**src/rtl/arith_pkg.sv**
```systemverilog
// Shared types and constants for the pipelined arithmetic unit.
// Op encodings, FSM state type and saturation-limit helpers.
package arith_pkg;

  typedef enum logic [2:0] {
    OP_ADD     = 3'b000,
    OP_SUB     = 3'b001,
    OP_CMP     = 3'b010,
    OP_ABSDIFF = 3'b011,
    OP_MUL     = 3'b100,
    OP_MIN     = 3'b101,
    OP_MAX     = 3'b110,
    OP_RSV     = 3'b111
  } op_e;

  typedef enum logic [1:0] {
    S_IDLE,
    S_MUL,
    S_DONE
  } state_e;

  function automatic logic signed [63:0] sat_max(input int w);
    return (64'sd1 <<< (w - 1)) - 64'sd1;
  endfunction

  function automatic logic signed [63:0] sat_min(input int w);
    return -(64'sd1 <<< (w - 1));
  endfunction

endpackage

```
**src/rtl/seq_mul.sv**
```systemverilog
// Iterative unsigned shift-add multiplier, one partial product per cycle.
// Bit 0 is folded into the start edge so done_o fires WIDTH-1 edges later.
module seq_mul
  import arith_pkg::*;
#(
  parameter int WIDTH = 8
) (
  input  logic               clk,
  input  logic               rst,
  input  logic               start_i,
  input  logic [WIDTH-1:0]   mcand_i,
  input  logic [WIDTH-1:0]   mplier_i,
  output logic               done_o,
  output logic [2*WIDTH-1:0] prod_o
);

  localparam int CW = $clog2(WIDTH) + 1;

  logic [2*WIDTH-1:0] mcand_q;
  logic [2*WIDTH-1:0] acc_q;
  logic [2*WIDTH-1:0] term;
  logic [WIDTH-1:0]   mplier_q;
  logic [CW-1:0]      cnt_q;
  logic               busy_q;

  assign term   = mplier_q[0] ? mcand_q : '0;
  assign prod_o = acc_q + term;
  assign done_o = busy_q && (cnt_q == CW'(WIDTH - 1));

  always_ff @(posedge clk or posedge rst) begin
    if (rst) begin
      mcand_q  <= '0;
      acc_q    <= '0;
      mplier_q <= '0;
      cnt_q    <= '0;
      busy_q   <= 1'b0;
    end else if (start_i) begin
      mcand_q  <= {{WIDTH{1'b0}}, mcand_i} << 1;
      mplier_q <= mplier_i >> 1;
      acc_q    <= mplier_i[0] ? {{WIDTH{1'b0}}, mcand_i} : '0;
      cnt_q    <= CW'(1);
      busy_q   <= 1'b1;
    end else if (busy_q) begin
      acc_q    <= prod_o;
      mcand_q  <= mcand_q << 1;
      mplier_q <= mplier_q >> 1;
      cnt_q    <= cnt_q + CW'(1);
      if (done_o) busy_q <= 1'b0;
    end
  end

endmodule

```
**src/rtl/pipelined_arith_unit.sv**
```systemverilog
// Signed ALU with wrap/saturate, flags, sticky overflow and an
// iterative multiplier, sequenced by an IDLE/MUL/DONE handshake FSM.
module pipelined_arith_unit
  import arith_pkg::*;
#(
  parameter int WIDTH = 8
) (
  input  logic                    clk,
  input  logic                    rst,
  input  logic                    in_valid,
  output logic                    in_ready,
  input  logic signed [WIDTH-1:0] a,
  input  logic signed [WIDTH-1:0] b,
  input  logic [2:0]              op,
  input  logic                    sat,
  output logic                    out_valid,
  input  logic                    out_ready,
  output logic signed [WIDTH-1:0] result,
  output logic                    overflow,
  output logic                    zero,
  output logic                    negative,
  output logic                    ovf_sticky,
  input  logic                    clr_sticky
);

  localparam int EW = WIDTH + 2;
  localparam int PW = 2 * WIDTH;
  localparam logic signed [EW-1:0] EMAX = EW'(sat_max(WIDTH));
  localparam logic signed [EW-1:0] EMIN = EW'(sat_min(WIDTH));
  localparam logic signed [EW-1:0] EONE = 1;
  localparam logic signed [PW-1:0] PMAX = PW'(sat_max(WIDTH));
  localparam logic signed [PW-1:0] PMIN = PW'(sat_min(WIDTH));

  state_e state_q;
  logic   sign_q;
  logic   sat_q;

  logic signed [EW-1:0]    ea, eb, ex, esel;
  logic                    arith;
  logic                    alu_ovf;
  logic signed [WIDTH-1:0] alu_res;

  // Exact result in WIDTH+2 bits so range checks never wrap.
  always_comb begin
    ea    = EW'(a);
    eb    = EW'(b);
    ex    = '0;
    arith = 1'b0;
    unique case (op_e'(op))
      OP_ADD:     begin ex = ea + eb; arith = 1'b1; end
      OP_SUB:     begin ex = ea - eb; arith = 1'b1; end
      OP_ABSDIFF: begin
        ex    = (ea > eb) ? ea - eb : eb - ea;
        arith = 1'b1;
      end
      OP_CMP:     ex = (ea > eb) ? EONE : (ea == eb) ? '0 : -EONE;
      OP_MIN:     ex = (ea < eb) ? ea : eb;
      OP_MAX:     ex = (ea > eb) ? ea : eb;
      default:    ex = '0;
    endcase
    alu_ovf = arith && (ex > EMAX || ex < EMIN);
    esel    = (alu_ovf && sat) ? (ex[EW-1] ? EMIN : EMAX) : ex;
    alu_res = esel[WIDTH-1:0];
  end

  logic [WIDTH-1:0]        mag_a, mag_b;
  logic                    start, mul_done;
  logic [PW-1:0]           prod;
  logic signed [PW-1:0]    pex, psel;
  logic                    mul_ovf;
  logic signed [WIDTH-1:0] mul_res;

  assign mag_a = a[WIDTH-1] ? -a : a;
  assign mag_b = b[WIDTH-1] ? -b : b;
  assign start = (state_q == S_IDLE) && in_valid && (op_e'(op) == OP_MUL);

  seq_mul #(.WIDTH(WIDTH)) u_mul (
    .clk      (clk),
    .rst      (rst),
    .start_i  (start),
    .mcand_i  (mag_a),
    .mplier_i (mag_b),
    .done_o   (mul_done),
    .prod_o   (prod)
  );

  assign pex     = sign_q ? -$signed(prod) : $signed(prod);
  assign mul_ovf = (pex > PMAX) || (pex < PMIN);
  assign psel    = (mul_ovf && sat_q) ? (pex[PW-1] ? PMIN : PMAX) : pex;
  assign mul_res = psel[WIDTH-1:0];

  logic                    fin, fin_ovf;
  logic signed [WIDTH-1:0] fin_res;

  assign fin = ((state_q == S_IDLE) && in_valid && !start)
            || ((state_q == S_MUL) && mul_done);
  assign fin_res  = (state_q == S_MUL) ? mul_res : alu_res;
  assign fin_ovf  = (state_q == S_MUL) ? mul_ovf : alu_ovf;
  assign in_ready = (state_q == S_IDLE);

  always_ff @(posedge clk or posedge rst) begin
    if (rst) begin
      state_q    <= S_IDLE;
      sign_q     <= 1'b0;
      sat_q      <= 1'b0;
      out_valid  <= 1'b0;
      result     <= '0;
      overflow   <= 1'b0;
      zero       <= 1'b0;
      negative   <= 1'b0;
      ovf_sticky <= 1'b0;
    end else begin
      if (clr_sticky) ovf_sticky <= 1'b0;
      // A delivered overflow beats a simultaneous clear.
      if (fin) begin
        out_valid <= 1'b1;
        result    <= fin_res;
        overflow  <= fin_ovf;
        zero      <= (fin_res == '0);
        negative  <= fin_res[WIDTH-1];
        if (fin_ovf) ovf_sticky <= 1'b1;
      end
      unique case (state_q)
        S_IDLE: if (in_valid) begin
          sign_q  <= a[WIDTH-1] ^ b[WIDTH-1];
          sat_q   <= sat;
          state_q <= start ? S_MUL : S_DONE;
        end
        S_MUL:  if (mul_done) state_q <= S_DONE;
        S_DONE: if (out_ready) begin
          state_q   <= S_IDLE;
          out_valid <= 1'b0;
        end
        default: state_q <= S_IDLE;
      endcase
    end
  end

endmodule

```
**config.mk**
```make
export PLATFORM = sky130hd
export DESIGN_NAME = pipelined_arith_unit
export DESIGN_NICKNAME = d
export VERILOG_FILES = /design/src/rtl/arith_pkg.sv /design/src/rtl/seq_mul.sv /design/src/rtl/pipelined_arith_unit.sv
export SDC_FILE = /design/constraint.sdc
export NUM_CORES = 1
export LEC_CHECK = 0
export BUFFER_PORTS_ARGS = -buffer_cell sky130_fd_sc_hd__buf_2
export CAP_MARGIN = 20
export CORE_AREA = 2 2 111 113
export CTS_BUF_LIST = sky130_fd_sc_hd__clkbuf_8
export CTS_CLUSTER_DIAMETER = 50
export CTS_CLUSTER_SIZE = 12
export DETAILED_ROUTE_END_ITERATION = 8
export DIE_AREA = 0 0 113 115
export PLACE_DENSITY = 0.76
export SLEW_MARGIN = 25
export SYNTH_ARGS = -nofsm -noshare
export SYNTH_HDL_FRONTEND = slang
export SYNTH_SLANG_ARGS = --single-unit
```
**constraint.sdc**
```tcl
create_clock -name clk -period 6.7 [get_ports clk]
set_input_delay 0.67 -clock clk [delete_from_list [all_inputs] [get_ports clk]]
set_output_delay 0.67 -clock clk [all_outputs]
set_load 0.05 [all_outputs]
```
==> metrics.cfg <==
[detailed_routing]
antenna_left=0
drt_wl_total_um=20000
via_per_inst=6.60
dr.pass1.iters=8
drc_errors=1
drt_iter0_markers=745
routedWlPerCell_um=20.9
vias=6310

[yosys]
seq_area_frac_synth_pct=23.3
synth_edf_count=0
synth_area_leaders=dfrtp_1 (23%), ha_1 (8.3%), mux2i_1 (5.5%)
synth_top_area_share_pct=23.3
synthTopCellsByCount=nand2_1 (76), dfrtp_1 (59), o21ai_0 (59)
syn_area_um2=6330
yosys_warnings=0
synth_top_area_cell=dfrtp_1
ys_ff_latch=59
synth.most_common_cell=nand2_1
synth.net_count=863
synthArstFlopShare_pct=100
ys.flop_type=dfrtp_1
synthCells=792
syn_avg_cell_area_um2=8.00
synth.distinct_cells=79

[clock_tree]
clockRootBuffer=clkbuf_8
cts_hold_buf=0
clock_sinks=59
path_clk_slew_ns=0.07
clock_latency_ns=0.36
cts_made_buffers=9
tritoncts=built
clockBufferDepth=2
htree_levels=3
cts_setup_buffers=0
cts_resized=0

[critical_path]
timing.rr.start=u_mul.mplier_q[0]$_DFFE_PP0P_
crit_arrival_ns=4.90
critical_path.max_fanout=16
ff2ff_path_depth=14
reg2reg_slack_ns=2.13
setup.worst_path.class=input pin to flip-flop
end_kind=flip-flop
r2r_end=zero$_DFFE_PP0P_
startpoint_type=input pin
worstPathRequired_ns=6.96

[finish]
fin_nets=875
final_cells=956
drive_above_1_share_pct=10.3
area_growth_pct=6.50
antennaDiodeCount=0
fin_util_pct=57.1

[floorplan]
die_area_um2=13000
fp.coreArea_um2=11800
fp.dieW_um=113
rows=40
die_h_um=115
initial_utilization_pct=53.6
ios=39

[pwr]
ir_drop_v=0.000119
p_leak_nw=2.92
p_per_area_nw_per_um2=378
total_power_w=0.00255

[sta]
fmax_ghz=0.216
worst_pin_slew_ns=0.974
slew_violations=0
setup_violations=0
fin_skew_ns=0.00826
post-route-period-util_pct=69.2
period_needed_ns=4.64
tns_ns=0
slew_headroom_pct=34.8
grt_setup_unrepaired=no
hold_violations=0

[global_routing]
grt_pass1_wl_um=31800
antenna_found_initial=0
grt_remaining_overflow=0
grt_util_all_layers_pct=31.1
grt_start_max_net_pins=60
grt_pass1_vias=6038

[place]
dp_hpwl_um=15400
portBuffers=38
place.gp.congestion=0.984
placed_cells=940

[hold_path]
hp-start=zero$_DFFE_PP0P_
hold_class=flip-flop to flip-flop
min_to=zero$_DFFE_PP0P_
whs_path_depth=2

[status]
violations=DRC
status=complete, but fails checks

[flow_run]
drv_cap=0

## stage by stage
| step | instance area [um^2] | hold WS, ns | worst slack (ns) |
|---|---|---|---|
| floorplan | 6330 | 0.481 | 2.73 |
| global placement | 6580 | 0.469 | 1.93 |
| detailed placement | 6580 | 0.466 | 1.88 |
| CTS | 6740 | 0.473 | 2.15 |
| global route | 6740 | 0.496 | 1.76 |
| finish | 6740 | 0.483 | 2.06 |
## critical path: stages
cell,delay (ns)
buf_2,0.21
inv_1,0.12
ha_1,0.64
nand2b_1,0.14
o21bai_1,0.56
nor2_1,0.33
nor2_2,0.47
o21ai_1,0.17
a311oi_2,0.48
xor2_1,0.30
nand2_1,0.18
a21oi_1,0.21
a211oi_2,0.08
o41ai_2,0.32
## logic make-up after synthesis
group / Yosys count / synth area share, %
compound gates: 271 / 30.3
simple gates: 261 / 20.5
buf+inv: 76 / 4.66
flops: 59 / 23.3
fa+ha+maj: 46 / 9.56
xor+xnor: 42 / 5.81
mux: 37 / 5.89
## registers in the layout, summed over array words and instances (netlist names)
| signal | count |
|---|---|
| zero | 1 |
| u_mul.acc_q | 16 |
| u_mul.cnt_q | 4 |
| state_q | 2 |
| u_mul.busy_q | 1 |
| sign_q | 1 |
| u_mul.mcand_q | 15 |
| result | 8 |
| u_mul.mplier_q | 7 |
| out_valid | 1 |
| overflow | 1 |
| sat_q | 1 |
| ovf_sticky | 1 |
## cells in the final DEF, fill, tap and decap left out, types with 10 or more instances in the layout
| cell | instances |
|---|---|
| mux2i_1 | 35 |
| buf_2 | 38 |
| a21o_1 | 11 |
| nor3_1 | 18 |
| nand3_1 | 12 |
| a211oi_1 | 25 |
| xnor2_1 | 32 |
| dfrtp_1 | 58 |
| o211ai_1 | 16 |
| inv_1 | 36 |
| and2_1 | 23 |
| xor2_1 | 10 |
| nand2_1 | 76 |
| nand2b_1 | 10 |
| a21oi_1 | 48 |
| o21ai_0 | 59 |
| o22ai_1 | 14 |
| ha_1 | 42 |
| nor2_1 | 57 |
| nor2b_1 | 13 |
## power breakdown
| group | internal (W) | total, W | switching, W |
|---|---|---|---|
| registers | 0.000504 | 0.000620 | 0.000117 |
| logic | 0.000585 | 0.00163 | 0.00105 |
| clock network | 0.000132 | 0.000298 | 0.000165 |
| total | 0.00122 | 0.00255 | 0.00133 |
## how the worst max path moves through the flow
stage          slack [ns]  cells after the start                          start                to
2_1_floorplan        2.73                     15  u_mul.mplier_q[0]$_DFFE_PP0P_  zero$_DFFE_PP0P_
3_3_place_gp         1.93                     14                           a[7]  zero$_DFFE_PP0P_
3_5_place_dp         1.88                     13                           a[7]  zero$_DFFE_PP0P_
4_1_cts              2.15                     14  u_mul.mplier_q[0]$_DFFE_PP0P_  zero$_DFFE_PP0P_
5_1_grt              1.76                     14  u_mul.mplier_q[0]$_DFFE_PP0P_  zero$_DFFE_PP0P_
6_report             2.06                     14                           a[7]  zero$_DFFE_PP0P_
## final cells by class
type | count | area, um^2
timing repair buffer | 41 | 213
clock buffer | 9 | 124
multi-input combinational | 657 | 4570
sequential | 59 | 1480
fill | 1131 | 5070
inverter | 36 | 135
clock inverter | 7 | 45.0
tap | 147 | 184
## metal layers
metal | part of all wire [%] | global-route usage [%]
met1 | 42 | 38.9
met3 | 6.2 | 4.53
met4 | 3.9 | 14.0
met5 | 0 | 0
met2 | 48 | 53.4
Power figures use the tool's default switching activity.
